<file path="config.mk">
export PLATFORM = sky130hd
export DESIGN_NAME = dmem_port_arbiter_flat
export DESIGN_NICKNAME = d
export VERILOG_FILES = /design/src/rtl/dmem_port_if.sv /design/src/rtl/dmem_port_arbiter.sv /design/src/flat_wrapper.sv
export SDC_FILE = /design/constraint.sdc
export NUM_CORES = 1
export LEC_CHECK = 0
export BUFFER_PORTS_ARGS = -buffer_cell sky130_fd_sc_hd__buf_2
export CAP_MARGIN = 20
export CORE_ASPECT_RATIO = 2
export CORE_MARGIN = 2
export CORE_UTILIZATION = 31
export CTS_CLUSTER_SIZE = 16
export DETAILED_ROUTE_END_ITERATION = 8
export GPL_ROUTABILITY_DRIVEN = 0
export PLACE_DENSITY_LB_ADDON = 0.12
export SKIP_LAST_GASP = 1
export SYNTH_ARGS = -nofsm -noshare
export SYNTH_HDL_FRONTEND = slang
export SYNTH_SLANG_ARGS = --single-unit
</file>
<file path="constraint.sdc">
create_clock -name clk -period 4.3 [get_ports clk]
set_input_delay 1.075 -clock clk [delete_from_list [all_inputs] [get_ports clk]]
set_output_delay 1.075 -clock clk [all_outputs]
set_load 0.1 [all_outputs]
</file>
<file path="src/rtl/dmem_port_if.sv">
// Bundle of the three requester ports and the BRAM port around dmem_port_arbiter.
// slave = arbiter side, master = requesters plus the memory model.
interface dmem_port_if #(
   parameter int ADDR_W = 9,
   parameter int DATA_W = 16
);
   logic              d_req, d_we, d_gnt, d_rvalid;
   logic [ADDR_W-1:0] d_addr;
   logic [DATA_W-1:0] d_wdata;
   logic              f_req, f_gnt, f_rvalid;
   logic [ADDR_W-1:0] f_addr;
   logic              x_req, x_we, x_gnt, x_rvalid;
   logic [ADDR_W-1:0] x_addr;
   logic [DATA_W-1:0] x_wdata;
   logic [DATA_W-1:0] rdata;
   logic              mem_en, mem_we;
   logic [ADDR_W-1:0] mem_addr;
   logic [DATA_W-1:0] mem_din, mem_dout;
   logic [3:0]        x_wait;

   modport slave (
      input  d_req, d_we, d_addr, d_wdata, f_req, f_addr,
             x_req, x_we, x_addr, x_wdata, mem_dout,
      output d_gnt, d_rvalid, f_gnt, f_rvalid, x_gnt, x_rvalid,
             rdata, mem_en, mem_we, mem_addr, mem_din, x_wait
   );

   modport master (
      output d_req, d_we, d_addr, d_wdata, f_req, f_addr,
             x_req, x_we, x_addr, x_wdata, mem_dout,
      input  d_gnt, d_rvalid, f_gnt, f_rvalid, x_gnt, x_rvalid,
             rdata, mem_en, mem_we, mem_addr, mem_din, x_wait
   );
endinterface

</file>
<file path="src/rtl/dmem_port_arbiter.sv">
// Fixed-priority (D > F > X) arbiter for the single data-memory BRAM port,
// with a starvation guard that promotes X after STARVE_LIMIT denied cycles.
module dmem_port_arbiter #(
   parameter int ADDR_W       = 9,
   parameter int DATA_W       = 16,
   parameter int STARVE_LIMIT = 4
) (
   input logic       clk,
   input logic       rst_n,
   dmem_port_if.slave bus
);
   typedef enum logic [1:0] {OWN_NONE = 2'd0, OWN_D, OWN_F, OWN_X} owner_e;

   owner_e            owner_q, owner_d;
   logic [3:0]        wait_q;
   logic              promote;
   logic              d_win, f_win, x_win, we_sel;
   logic [ADDR_W-1:0] addr_sel;
   logic [DATA_W-1:0] din_sel;

   // Grants are gated by rst_n so the BRAM sees nothing while reset is held.
   always_comb begin
      d_win    = 1'b0;
      f_win    = 1'b0;
      x_win    = 1'b0;
      we_sel   = 1'b0;
      addr_sel = '0;
      din_sel  = '0;
      owner_d  = OWN_NONE;
      promote  = bus.x_req && (wait_q >= 4'(STARVE_LIMIT));
      if (rst_n) begin
         if (promote)        x_win = 1'b1;
         else if (bus.d_req) d_win = 1'b1;
         else if (bus.f_req) f_win = 1'b1;
         else if (bus.x_req) x_win = 1'b1;
      end
      if (d_win) begin
         we_sel   = bus.d_we;
         addr_sel = bus.d_addr;
         din_sel  = bus.d_wdata;
         if (!bus.d_we) owner_d = OWN_D;
      end else if (f_win) begin
         addr_sel = bus.f_addr;
         owner_d  = OWN_F;
      end else if (x_win) begin
         we_sel   = bus.x_we;
         addr_sel = bus.x_addr;
         din_sel  = bus.x_wdata;
         if (!bus.x_we) owner_d = OWN_X;
      end
   end

   always_ff @(posedge clk or negedge rst_n) begin
      if (!rst_n) owner_q <= OWN_NONE;
      else        owner_q <= owner_d;
   end

   always_ff @(posedge clk or negedge rst_n) begin
      if (!rst_n)                        wait_q <= 4'd0;
      else if (!bus.x_req || x_win)      wait_q <= 4'd0;
      else if (wait_q < 4'(STARVE_LIMIT)) wait_q <= wait_q + 4'd1;
   end

   assign bus.d_gnt    = d_win;
   assign bus.f_gnt    = f_win;
   assign bus.x_gnt    = x_win;
   assign bus.mem_en   = d_win | f_win | x_win;
   assign bus.mem_we   = we_sel;
   assign bus.mem_addr = addr_sel;
   assign bus.mem_din  = din_sel;
   assign bus.d_rvalid = (owner_q == OWN_D);
   assign bus.f_rvalid = (owner_q == OWN_F);
   assign bus.x_rvalid = (owner_q == OWN_X);
   assign bus.rdata    = bus.mem_dout;
   assign bus.x_wait   = wait_q;
endmodule
</file>
<file path="src/flat_wrapper.sv">
// flat-port wrapper written by rule: the top's interface ports become plain ports
module dmem_port_arbiter_flat 
#(
   parameter int ADDR_W       = 9,
   parameter int DATA_W       = 16,
   parameter int STARVE_LIMIT = 4
)
  (clk, rst_n, bus_d_req, bus_d_we, bus_d_addr, bus_d_wdata, bus_f_req, bus_f_addr, bus_x_req, bus_x_we, bus_x_addr, bus_x_wdata, bus_mem_dout, bus_d_gnt, bus_d_rvalid, bus_f_gnt, bus_f_rvalid, bus_x_gnt, bus_x_rvalid, bus_rdata, bus_mem_en, bus_mem_we, bus_mem_addr, bus_mem_din, bus_x_wait);
  dmem_port_if #(.ADDR_W(ADDR_W), .DATA_W(DATA_W)) bus_i ();
  input logic clk;
  input logic rst_n;
  input wire logic [$bits(bus_i.d_req)-1:0] bus_d_req;
  input wire logic [$bits(bus_i.d_we)-1:0] bus_d_we;
  input wire logic [$bits(bus_i.d_addr)-1:0] bus_d_addr;
  input wire logic [$bits(bus_i.d_wdata)-1:0] bus_d_wdata;
  input wire logic [$bits(bus_i.f_req)-1:0] bus_f_req;
  input wire logic [$bits(bus_i.f_addr)-1:0] bus_f_addr;
  input wire logic [$bits(bus_i.x_req)-1:0] bus_x_req;
  input wire logic [$bits(bus_i.x_we)-1:0] bus_x_we;
  input wire logic [$bits(bus_i.x_addr)-1:0] bus_x_addr;
  input wire logic [$bits(bus_i.x_wdata)-1:0] bus_x_wdata;
  input wire logic [$bits(bus_i.mem_dout)-1:0] bus_mem_dout;
  output wire logic [$bits(bus_i.d_gnt)-1:0] bus_d_gnt;
  output wire logic [$bits(bus_i.d_rvalid)-1:0] bus_d_rvalid;
  output wire logic [$bits(bus_i.f_gnt)-1:0] bus_f_gnt;
  output wire logic [$bits(bus_i.f_rvalid)-1:0] bus_f_rvalid;
  output wire logic [$bits(bus_i.x_gnt)-1:0] bus_x_gnt;
  output wire logic [$bits(bus_i.x_rvalid)-1:0] bus_x_rvalid;
  output wire logic [$bits(bus_i.rdata)-1:0] bus_rdata;
  output wire logic [$bits(bus_i.mem_en)-1:0] bus_mem_en;
  output wire logic [$bits(bus_i.mem_we)-1:0] bus_mem_we;
  output wire logic [$bits(bus_i.mem_addr)-1:0] bus_mem_addr;
  output wire logic [$bits(bus_i.mem_din)-1:0] bus_mem_din;
  output wire logic [$bits(bus_i.x_wait)-1:0] bus_x_wait;
  assign bus_i.d_req = bus_d_req;
  assign bus_i.d_we = bus_d_we;
  assign bus_i.d_addr = bus_d_addr;
  assign bus_i.d_wdata = bus_d_wdata;
  assign bus_i.f_req = bus_f_req;
  assign bus_i.f_addr = bus_f_addr;
  assign bus_i.x_req = bus_x_req;
  assign bus_i.x_we = bus_x_we;
  assign bus_i.x_addr = bus_x_addr;
  assign bus_i.x_wdata = bus_x_wdata;
  assign bus_i.mem_dout = bus_mem_dout;
  assign bus_d_gnt = bus_i.d_gnt;
  assign bus_d_rvalid = bus_i.d_rvalid;
  assign bus_f_gnt = bus_i.f_gnt;
  assign bus_f_rvalid = bus_i.f_rvalid;
  assign bus_x_gnt = bus_i.x_gnt;
  assign bus_x_rvalid = bus_i.x_rvalid;
  assign bus_rdata = bus_i.rdata;
  assign bus_mem_en = bus_i.mem_en;
  assign bus_mem_we = bus_i.mem_we;
  assign bus_mem_addr = bus_i.mem_addr;
  assign bus_mem_din = bus_i.mem_din;
  assign bus_x_wait = bus_i.x_wait;
  dmem_port_arbiter #(.ADDR_W(ADDR_W), .DATA_W(DATA_W), .STARVE_LIMIT(STARVE_LIMIT)) u_core (.clk(clk), .rst_n(rst_n), .bus(bus_i));
endmodule
</file>
Yosys cells after proc, flatten, opt, wreduce, memory -nomap -nowiden. Index checks and enable logic that the tools add are counted.

Output and inout bits: 53. Word-level logic and storage cells: 42. Bits in registers: 6.

Equality and inequality tests: 3. Reductions and logical operators: 4. $add $sub $neg: 1. Bitwise operators: 2. Mux-type cells: 28. Order comparisons: 2.

Operators by type and width (count): $mux W16 (3); $mux W9 (3); $mux W1 (16); $mux W2 (4); $mux W4 (2); $add A4 B1 Y4 const B (1); $eq A2 B2 Y1 const B (2); $ge A4 B3 Y1 const B (1); $lt A4 B3 Y1 const B (1); $eq A2 B1 Y1 const B (1); $or A1 B1 Y1 (2); $reduce_bool A2 Y1 (1); $logic_and A1 B1 Y1 (1); $logic_not A1 Y1 (1); $logic_or A1 B1 Y1 (1).

Logic depth before layout (Yosys ltp). Gate-level depths: netlist of the first run.

Word-level depth: 8. Gate-level depth with buffers: 7.

Worst setup path after synthesis of the first run. No wires, ideal clock.

Path type: input to output. From: in bus_x_req. To: out bus_f_gnt. Path buffers: 0. Required time: 3.225 ns. Setup slack: -0.418 ns. Cell stages on the path: 3. Data arrival time: 3.643 ns. Path through: o21ai_1 > nand2_1 > nor3b_1.

Longest elaborated chain between the ends: 3.

Ends and longest elaborated chain: from (decl) (line flat_wrapper.sv:18) `input wire logic [$bits(bus_i.x_req)-1:0] bus_x_req;`; $logic_and A1 B1 Y1 (line dmem_port_arbiter.sv:30) `promote = bus.x_req && (wait_q >= 4'(STARVE_LIMIT));`; $mux W1 (line dmem_port_arbiter.sv:32) `if (promote) x_win = 1'b1;`; $mux W1 (line dmem_port_arbiter.sv:31) `if (rst_n) begin`; to (decl) (line flat_wrapper.sv:25) `output wire logic [$bits(bus_i.f_gnt)-1:0] bus_f_gnt;`.

No other way between the ends.

Worst setup path in the final report of the first run.
From: in bus_f_req. To: out bus_mem_addr[8].

Longest elaborated chain between the ends: 7. Elaborated cells on any way between the ends: 11. Classes of those cells: mux: 11.

Ends and longest elaborated chain: from (decl) (line flat_wrapper.sv:16) `input wire logic [$bits(bus_i.f_req)-1:0] bus_f_req;`; $mux W1 (line dmem_port_arbiter.sv:34) `else if (bus.f_req) f_win = 1'b1;`; $mux W1 (line dmem_port_arbiter.sv:33) `else if (bus.d_req) d_win = 1'b1;`; $mux W1 (line dmem_port_arbiter.sv:32); $mux W1 (line dmem_port_arbiter.sv:31); $mux W9 (line dmem_port_arbiter.sv:45) `end else if (x_win) begin`; $mux W9 (*) (line dmem_port_arbiter.sv:42) `end else if (f_win) begin`; $mux W9 (*) (line dmem_port_arbiter.sv:37) `if (d_win) begin`; to (decl) (line flat_wrapper.sv:32) `output wire logic [$bits(bus_i.mem_addr)-1:0] bus_mem_addr;`.

Mark *: on every way between the ends. The rest lies on a longest branch, timed or not.

==> results.sh, run 1 <==
export IMPL_status="finished, final reports clean"
export IMPL_synthesis_area_um2=839.6
export IMPL_clk_network_pwr_share=0.200
export IMPL_reg2regPathDepth=4
export IMPL_power_internal_mw=0.1789
export IMPL_cp_data_required_time_ps=3220
export IMPL_largest_fanout_of_any_net_on_the_critical_path=29
export IMPL_fin_nets=269
export IMPL_max_freq_mhz=264.5
export IMPL_grt_use_total=0.2021
export IMPL_hold_class="reg2reg"
export IMPL_p_per_area_nw_per_um2=333.7
export IMPL_finalCriticalPeriod_ps=3780
export IMPL_flow_area_growth_from_synthesis_pct=51.12
export IMPL_r2r_start="u_core.bus.x_wait[3]$_DFFE_PN0P_"
export IMPL_finalCoreUtilization=0.4937
export IMPL_ctsRootBufferMaster="clkbuf_8"
export IMPL_crit_arrival_ps=2710
export IMPL_routed_wire_length_per_instance_um=14.33
export IMPL_cts_tree="built"
export IMPL_timing_hold_worst_start="u_core.bus.x_wait[1]$_DFFE_PN0P_"
export IMPL_netSwitchingFraction=0.5774
export IMPL_grt_max_degree=30
export IMPL_fp_dieArea_um2=3166
export IMPL_vias_per_cell=5.311
export IMPL_cts_root_to_sink_buffers=2
export IMPL_drt_antenna_violating_nets=0
export IMPL_ys_seq_elements=6
export IMPL_crit_path_start_kind="input pin"
export IMPL_critical_path_cell_chain="buf_2 > nor2_1 > o311ai_4 > inv_2 > o2bb2ai_1 > o21a_1 > buf_2"
export IMPL_drt_initial_drc_count=17
export IMPL_die_height_um=77.60
export IMPL_gr_total_overflow=0
export IMPL_synth_area_leaders="dfrtp_1 (18%), a22o_1 (18%), buf_4 (14%), o2bb2ai_1 (9.4%), o21a_1 (8.0%)"
export IMPL_cts_repair_timing_setup_buffer_count=0
export IMPL_timing_hold_ws_ps=565.5
export IMPL_buffer_ports_inserted=102
export IMPL_fin_crit_sh=0.8791
export IMPL_wp_buf_inv=3
export IMPL_row_count=26
export IMPL_worst_ir_drop_vdd_uv=140.1
export IMPL_mappedNetlistNets=184
export IMPL_grt_use_met1=0.1926
export IMPL_worst_hold_path_endpoint="u_core.bus.x_wait[1]$_DFFE_PN0P_"
export IMPL_grt_antenna_before_repair=0
export IMPL_numCtsBuffers=3
export IMPL_net_switching_power_mw=0.2445
export IMPL_transition_time_of_the_tightest_slew_check_pin_ps=515.4
export IMPL_synth_largest_area_cell="dfrtp_1"
export IMPL_synth_yosys_seq_area_share=0.1788
export IMPL_design_area_um2=1269
export IMPL_hold_violations=0
export IMPL_antenna_cells_inserted=0
export IMPL_yosysUniqueCellTypes=27
export IMPL_grt_pass1_vias=1095
export IMPL_p_leak_nw=0.7367
export IMPL_post_synth_top_area_fraction=0.1788
export IMPL_global_route_wire_length_before_repair_um=4567
export IMPL_final_setup_skew_ps=0.4072
export IMPL_post_route_cells_drive_above_1_share=0.5978
export IMPL_final_max_slew_viol_count=0
export IMPL_coreArea_um2=2570
export IMPL_critical_path_most_common_cell="buf_2"
export IMPL_grt_met3_usage=0.03143
export IMPL_clk_latency_ps=220
export IMPL_vias=1126
export IMPL_worst_hold_path_num_cells=2
export IMPL_seq_pwr_share=0.153
export IMPL_critical_path_reg2reg_endpoint="u_core.bus.x_wait[0]$_DFFE_PN0P_"
export IMPL_chipWidth_um=40.80
export IMPL_combinationalPowerShare=0.648
export IMPL_syn_inst=101
export IMPL_totalNegativeSetupSlack_ps=0
export IMPL_hpwl_um=2576
export IMPL_worst_case_register_to_register_setup_slack_ps=2580
export IMPL_io_pins=135
export IMPL_drc_errors=0
export IMPL_initial_core_util=0.3267
export IMPL_syn_avg_cell_area_um2=8.312
export IMPL_largest_stage_delay_on_the_critical_path_ps=420
export IMPL_globalRoute_busiestLayer="met2"
export IMPL_setup_viol=0
export IMPL_ctsHtreeMaxLevel=1
export IMPL_path_delay_family="buffers and inverters"
export IMPL_setup_worst_path_end_class="primary output"
export IMPL_cts_hold_repair_buffers=0
export IMPL_met2_track_usage_gr=0.3828
export IMPL_slew_limit_headroom=0.6587
export IMPL_max_cap_violations=0
export IMPL_grt_setup_unrepaired="false"
export IMPL_dr_pass1_iters=3
export IMPL_dp_area_um2=1227
export IMPL_cts_num_sinks=6
export IMPL_post_cts_resize_count=0
export IMPL_cts_clk_pin_slew_worst_paths_ps=40
export IMPL_drt_total_wl_um=3037
export IMPL_timing_setup_critical_path_class="in2out"
export IMPL_ys_warn_count=0
export IMPL_critical_path_slowest_cell="buf_2"
-- worst register-to-register path, cell delays in order, from the launching register on --
cell and delay [ps]:
dfrtp_1 450, o311ai_4 380, inv_2 270, or3_1 410, a21boi_1 130
-- cells in the mapped netlist --
master / n
a21boi_0: 1
a21boi_1: 1
a21oi_1: 9
a22o_1: 17
and2_1: 1
buf_2: 1
buf_4: 16
buf_6: 3
clkbuf_1: 3
dfrtp_1: 6
ha_1: 1
inv_2: 2
nand2_1: 4
nand3_1: 1
nand3b_1: 1
nor2_1: 5
nor2b_1: 3
nor3b_1: 1
o21a_1: 9
o21ai_0: 1
o21ai_1: 1
o21bai_1: 1
o22ai_1: 1
o2bb2ai_1: 9
o311ai_4: 1
o31a_1: 1
or3_1: 1
-- power by group through the flow --
stage	Combinational, mW	Sequential (mW)	Clock (mW)
final	0.274	0.0646	0.0846
after global routing	0.286	0.0650	0.0892
after CTS	0.276	0.0647	0.0854
after detailed placement	0.275	0.0654	0
after global placement	0.273	0.0650	0
after floorplan	0.265	0.0855	0
-- final cells by class --
| type | count | area [µm²] |
|---|---|---|
| repair buffers | 103 | 518.0 |
| flip-flops and latches | 6 | 150.1 |
| fillers | 266 | 1301 |
| well taps | 28 | 35.03 |
| inverters | 2 | 7.507 |
| clock buffers | 3 | 41.29 |
| multi-input cells | 70 | 516.7 |
-- how the worst max path moves through the flow --
stage               from              end  slack, ps  depth (start not counted)
3_3_place_gp   bus_f_req  bus_mem_addr[7]        560                          7
6_report       bus_f_req  bus_mem_addr[8]        520                          7
3_5_place_dp   bus_f_req  bus_mem_addr[8]        530                          7
4_1_cts        bus_f_req  bus_mem_addr[8]        520                          7
5_1_grt        bus_d_req  bus_mem_addr[5]        380                          7
2_1_floorplan  bus_x_req  bus_mem_din[10]        460                          5
-- registers in the layout, summed over array words and instances, names as in the netlist --
signal,count
u_core.bus.x_wait,4
u_core.owner_q,2
-- metrics by stage --
step | setup slack (ps) | cells | power, mW
2_1_floorplan | 459.0 | 101 | 0.3509
3_3_place_gp | 562.4 | 209 | 0.3384
3_5_place_dp | 526.9 | 209 | 0.3406
4_1_cts | 524.7 | 212 | 0.4257
5_1_grt | 382.9 | 212 | 0.4405
6_report | 520.0 | 212 | 0.4234
-- logic make-up (layout without fill, tap and decap cells) --
logic type,after synthesis,in the layout,synth area share
buffers and inverters,25,108,0.2116
adder cells (fa/ha/maj),1,1,0.01490
flip-flops,6,6,0.1788
AO/OA/AOI/OAI,52,52,0.4933
AND/OR/NAND/NOR,17,17,0.1014
-- layout by cell type (no fill, tap or decap), drive strengths merged, types with 2 or more instances in the layout --
master and n:
a21boi 2, a21oi 9, a22o 17, buf 103, clkbuf 3, dfrtp 6, inv 2, nand2 4
nor2 5, nor2b 3, o21a 9, o21ai 2, o2bb2ai 9
-- layer usage --
metal | part of all wire | up-vias
li1 | - | 536
met1 | 0.33 | 517
met2 | 0.57 | 69
met3 | 0.085 | 4
met4 | 0.0092 | 0
met5 | 0 | -
Power figures use the tool's default switching activity.
==> run 2: changes to the inputs <==
--- a/config.mk
+++ b/config.mk
@@ -13,8 +13,10 @@
 export CTS_CLUSTER_SIZE = 16
 export DETAILED_ROUTE_END_ITERATION = 8
 export GPL_ROUTABILITY_DRIVEN = 0
+export MAX_ROUTING_LAYER = met4
 export PLACE_DENSITY_LB_ADDON = 0.12
 export SKIP_LAST_GASP = 1
 export SYNTH_ARGS = -nofsm -noshare
 export SYNTH_HDL_FRONTEND = slang
 export SYNTH_SLANG_ARGS = --single-unit
+export TNS_END_PERCENT = 10
==> run 2 against run 1 <==
First-iteration DRC count decreased by 12%. Clock skew about the same. Combinational power about the same. Largest power group unchanged.
==> results.sh, run 2 (synthesized netlist as in run 1, its figures left out) <==
export IMPL_status="finished, final reports clean"
export IMPL_clk_latency_ps=220
export IMPL_coreArea_um2=2570
export IMPL_n_fill_cell=266
export IMPL_flow_area_growth_from_synthesis_pct=51.12
export IMPL_cts_hold_repair_buffers=0
export IMPL_hpwl_um=2576
export IMPL_design_area_um2=1269
export IMPL_max_cap_violations=0
export IMPL_wl_met1_um=1047
export IMPL_cts_tree="built"
export IMPL_numCtsBuffers=3
export IMPL_p_per_area_nw_per_um2=333.9
export IMPL_largest_register_ffs=4
export IMPL_critical_path_slowest_cell="buf_2"
export IMPL_drt_antenna_violating_nets=0
export IMPL_setup_viol=0
export IMPL_met2_wirelength_um=1715
export IMPL_critical_path_cell_chain="buf_2 > nor2_1 > o311ai_4 > inv_2 > o2bb2ai_1 > o21a_1 > buf_2"
export IMPL_worst_case_register_to_register_setup_slack_ps=2570
export IMPL_clk_network_pwr_share=0.200
export IMPL_finalCriticalPeriod_ps=3777
export IMPL_final_setup_skew_ps=0.3650
export IMPL_grt_max_degree=30
export IMPL_path_delay_family="buffers and inverters"
export IMPL_final_common_cell="buf_2"
export IMPL_post_cts_resize_count=0
export IMPL_gr_total_overflow=0
export IMPL_buffer_ports_inserted=102
export IMPL_drc_errors=0
export IMPL_cts_num_sinks=6
export IMPL_totalNegativeSetupSlack_ps=0
export IMPL_vias=1118
export IMPL_crit_path_start_kind="input pin"
export IMPL_wp_buf_inv=3
export IMPL_chipWidth_um=40.80
export IMPL_row_count=26
export IMPL_largest_fanout_of_any_net_on_the_critical_path=29
export IMPL_slew_limit_headroom=0.6592
export IMPL_antenna_cells_inserted=0
export IMPL_routed_wl_met3_um=257
export IMPL_ctsRootBufferMaster="clkbuf_8"
export IMPL_cts_root_to_sink_buffers=2
export IMPL_routed_wire_length_per_instance_um=14.38
export IMPL_vias_per_cell=5.274
export IMPL_p_leak_nw=0.7367
export IMPL_cts_repair_timing_setup_buffer_count=0
export IMPL_mostFrequentLayoutCells="buf_2 (102), a22o_1 (17), a21oi_1 (9), o2bb2ai_1 (9), o21a_1 (9)"
export IMPL_largest_stage_delay_on_the_critical_path_ps=420
export IMPL_fin_crit_sh=0.8784
export IMPL_cts_clk_pin_slew_worst_paths_ps=40
export IMPL_setup_worst_path_end_class="primary output"
export IMPL_seq_pwr_share=0.152
export IMPL_final_max_slew_viol_count=0
export IMPL_ctsHtreeMaxLevel=1
export IMPL_critical_path_most_common_cell="buf_2"
export IMPL_transition_time_of_the_tightest_slew_check_pin_ps=514.8
export IMPL_combinationalPowerShare=0.647
export IMPL_power_internal_mw=0.1789
export IMPL_grt_pass1_vias=1096
export IMPL_grt_setup_unrepaired="false"
export IMPL_crit_arrival_ps=2700
export IMPL_post_route_worst_setup_slack_ps=522.8
export IMPL_worst_ir_drop_vdd_uv=140.0
export IMPL_grt_antenna_before_repair=0
export IMPL_hold_class="reg2reg"
export IMPL_dp_worst_setup_slack_ps=526.9
export IMPL_drt_initial_drc_count=15
export IMPL_top_layer="met4"
export IMPL_fp_dieArea_um2=3166
export IMPL_timing_hold_ws_ps=565.4
export IMPL_hold_violations=0
export IMPL_net_switching_power_mw=0.2447
export IMPL_initial_core_util=0.3267
export IMPL_global_route_wire_length_before_repair_um=4574
export IMPL_io_pins=135
export IMPL_post_route_cells_drive_above_1_share=0.5978
export IMPL_die_height_um=77.60
export IMPL_dp_area_um2=1227
export IMPL_drt_total_wl_um=3048
export IMPL_dr_pass1_iters=5
export IMPL_grt_use_total=0.2069
export IMPL_cp_data_required_time_ps=3220
export IMPL_timing_setup_critical_path_class="in2out"
export IMPL_netSwitchingFraction=0.5776
export IMPL_max_freq_mhz=264.7
export IMPL_fin_nets=269
run 2: cell counts in the layout (fill, tap and decap cells not counted):
No cell type changed its count.
run 2: power groups by stage:
| stage | clock (mW) | combinational (mW) | sequential [mW] |
|---|---|---|---|
| final | 0.0849 | 0.274 | 0.0646 |
| after global routing | 0.0892 | 0.286 | 0.0650 |
| after CTS | 0.0854 | 0.276 | 0.0647 |
| after detailed placement | 0 | 0.275 | 0.0654 |
| after global placement | 0 | 0.273 | 0.0650 |
| after floorplan | 0 | 0.265 | 0.0855 |
run 2: area by class of cell:
type | instances | area (µm²) | area share
multi-input cells | 70 | 516.7 | 0.4073
inverters | 2 | 7.507 | 0.005917
clock buffers | 3 | 41.29 | 0.03254
well taps | 28 | 35.03 | 0.02761
flip-flops and latches | 6 | 150.1 | 0.1183
repair buffers | 103 | 518.0 | 0.4083
run 2: final timing paths:
path / from / end / depth (start not counted)
hold / removal: u_core.bus.x_wait[1]$_DFFE_PN0P_ / u_core.bus.x_wait[1]$_DFFE_PN0P_ / 2
setup reg to reg: u_core.bus.x_wait[3]$_DFFE_PN0P_ / u_core.bus.x_wait[0]$_DFFE_PN0P_ / 4
setup / recovery: bus_f_req / bus_mem_addr[8] / 7
min in group asynchronous: rst_n / u_core.bus.x_wait[1]$_DFFE_PN0P_ / 1
hold reg to reg: u_core.bus.x_wait[1]$_DFFE_PN0P_ / u_core.bus.x_wait[1]$_DFFE_PN0P_ / 2
max in group asynchronous: rst_n / u_core.bus.x_wait[3]$_DFFE_PN0P_ / 1
run 2: worst min-delay path, stage by stage, from the launching register on:
cell and delay [ps]:
dfrtp_1 390, nand2_1 60, a21boi_0 70
run 2: metrics by stage:
stage,power (mW),utilization,instances
2_1_floorplan,0.3509,-,101
3_5_place_dp,0.3406,0.4776,209
6_report,0.4237,0.4937,212
4_1_cts,0.4257,0.4937,212
3_3_place_gp,0.3384,0.4776,209
5_1_grt,0.4405,0.4937,212
run 2: per-layer routing:
layer  track usage  vias to the layer above
met5             -                        -
met4       0.06333                        0
met3       0.02857                        4
met2        0.3828                       69
met1        0.1943                      508
li1              -                      537
==> run 3: changes to the inputs <==
--- a/config.mk
+++ b/config.mk
@@ -10,6 +10,7 @@
 export CORE_ASPECT_RATIO = 2
 export CORE_MARGIN = 2
 export CORE_UTILIZATION = 31
+export CTS_BUF_LIST = sky130_fd_sc_hd__clkbuf_16
 export CTS_CLUSTER_SIZE = 16
 export DETAILED_ROUTE_END_ITERATION = 8
 export GPL_ROUTABILITY_DRIVEN = 0
==> run 3 against run 2 <==
Combinational power hardly changed. Maximum frequency is 0.27% lower. Design area is 2.7% higher. Clock-buffer cell count stayed put. Critical path depth stayed put. Register-to-register slack hardly changed. Clock skew hardly changed. Flip-flop and latch count stayed put. Via count is 0.36% higher. Largest power group unchanged.
==> results.sh, run 3 (synthesized netlist as in run 1, its figures left out) <==
export IMPL_routed_wire_length_per_instance_um=14.37
export IMPL_p_leak_nw=0.7521
export IMPL_fin_crit_sh=0.8808
export IMPL_post_cts_resize_count=0
export IMPL_p_per_area_nw_per_um2=374.7
export IMPL_hold_class="reg2reg"
export IMPL_drc_errors=0
export IMPL_post_route_cells_drive_above_1_share=0.5978
export IMPL_final_max_slew_viol_count=0
export IMPL_timing_setup_critical_path_class="in2out"
export IMPL_cts_num_sinks=6
export IMPL_cts_clk_pin_slew_worst_paths_ps=30
export IMPL_cts_root_to_sink_buffers=2
export IMPL_initial_core_util=0.3267
export IMPL_grt_setup_unrepaired="false"
export IMPL_largest_fanout_of_any_net_on_the_critical_path=29
export IMPL_routed_wl_met3_um=273
export IMPL_grt_pass1_vias=1096
export IMPL_hpwl_um=2576
export IMPL_dp_area_um2=1227
export IMPL_met2_wirelength_um=1712
export IMPL_final_common_cell="buf_2"
export IMPL_flow_area_growth_from_synthesis_pct=55.14
export IMPL_grt_max_degree=30
export IMPL_crit_path_start_kind="input pin"
export IMPL_fp_dieArea_um2=3166
export IMPL_hold_violations=0
export IMPL_cp_data_required_time_ps=3220
export IMPL_setup_worst_path_end_class="primary output"
export IMPL_final_setup_skew_ps=0.4426
export IMPL_coreArea_um2=2570
export IMPL_clk_latency_ps=230
export IMPL_max_freq_mhz=264.0
export IMPL_gr_total_overflow=0
export IMPL_die_height_um=77.60
export IMPL_drt_total_wl_um=3047
export IMPL_vias=1122
export IMPL_io_pins=135
export IMPL_dp_worst_setup_slack_ps=526.9
export IMPL_wl_met1_um=1024
export IMPL_chipWidth_um=40.80
export IMPL_ctsHtreeMaxLevel=1
export IMPL_design_area_um2=1303
export IMPL_row_count=26
export IMPL_dr_pass1_iters=4
export IMPL_mostFrequentLayoutCells="buf_2 (102), a22o_1 (17), a21oi_1 (9), o2bb2ai_1 (9), o21a_1 (9)"
export IMPL_crit_arrival_ps=2710
export IMPL_largest_register_ffs=4
export IMPL_cts_repair_timing_setup_buffer_count=0
export IMPL_grt_use_total=0.2069
export IMPL_top_layer="met4"
export IMPL_ctsRootBufferMaster="clkbuf_16"
export IMPL_status="finished, final reports clean"
export IMPL_numCtsBuffers=3
export IMPL_transition_time_of_the_tightest_slew_check_pin_ps=518.0
export IMPL_buffer_ports_inserted=102
export IMPL_global_route_wire_length_before_repair_um=4574
export IMPL_antenna_cells_inserted=0
export IMPL_drt_antenna_violating_nets=0
export IMPL_drt_initial_drc_count=14
export IMPL_cts_tree="built"
export IMPL_vias_per_cell=5.292
export IMPL_totalNegativeSetupSlack_ps=0
export IMPL_worst_ir_drop_vdd_uv=139.3
export IMPL_max_cap_violations=0
export IMPL_finalCoreUtilization=0.5068
export IMPL_fin_nets=269
export IMPL_post_route_worst_setup_slack_ps=512.7
export IMPL_grt_antenna_before_repair=0
export IMPL_finalCriticalPeriod_ps=3787
export IMPL_cts_hold_repair_buffers=0
export IMPL_slew_limit_headroom=0.6571
export IMPL_setup_viol=0
[run 3: cell counts in the layout (fill, tap and decap cells not counted)]
Identical to the previous run, type by type.
[run 3: layout make-up]
class / count / area [µm²]
Fill cell: 260 / 1267
Timing Repair Buffer: 103 / 518.0
Multi-Input combinational cell: 70 / 516.7
Clock buffer: 3 / 75.07
Inverter: 2 / 7.507
Sequential cell: 6 / 150.1
Tap cell: 28 / 35.03
[run 3: per-layer routing]
metal  vias to the layer above  track usage
met5                         -            -
met4                         0      0.06333
met3                         5      0.02857
met2                        72       0.3828
met1                       508       0.1943
li1                        537            -
[run 3: critical path: stages]
cell and delay, ps:
buf_2 170, nor2_1 200, o311ai_4 120, inv_2 400, o2bb2ai_1 170, o21a_1 140
buf_2 420
[run 3: final timing paths]
| kind | from | end | slack [ps] | cells past startpoint |
|---|---|---|---|---|
| min in group asynchronous | rst_n | u_core.bus.x_wait[1]$_DFFE_PN0P_ | 720 | 1 |
| max in group asynchronous | rst_n | u_core.bus.x_wait[3]$_DFFE_PN0P_ | 3380 | 1 |
| min reg2reg | u_core.bus.x_wait[1]$_DFFE_PN0P_ | u_core.bus.x_wait[1]$_DFFE_PN0P_ | 570 | 2 |
| max reg2reg | u_core.bus.x_wait[3]$_DFFE_PN0P_ | u_core.bus.x_wait[0]$_DFFE_PN0P_ | 2570 | 4 |
| min | u_core.bus.x_wait[1]$_DFFE_PN0P_ | u_core.bus.x_wait[1]$_DFFE_PN0P_ | 570 | 2 |
| max | bus_f_req | bus_mem_addr[8] | 510 | 7 |
[run 3: per-stage QoR]
| step | power, mW | std cells | hold slack [ps] |
|---|---|---|---|
| floorplan | 0.3509 | 101 | 779.4 |
| global placement | 0.3384 | 209 | 551.1 |
| detailed placement | 0.3406 | 209 | 563.3 |
| CTS | 0.4910 | 212 | 567.8 |
| global route | 0.5054 | 212 | 598.6 |
| finish | 0.4881 | 212 | 565.4 |
[run 3: report_power, final]
part           leakage, nW  internal, mW  switching [mW]
sequential          0.0803        0.0608         0.00378
clock               0.0370         0.119          0.0301
combinational        0.635        0.0580           0.216
total                0.752         0.238           0.250
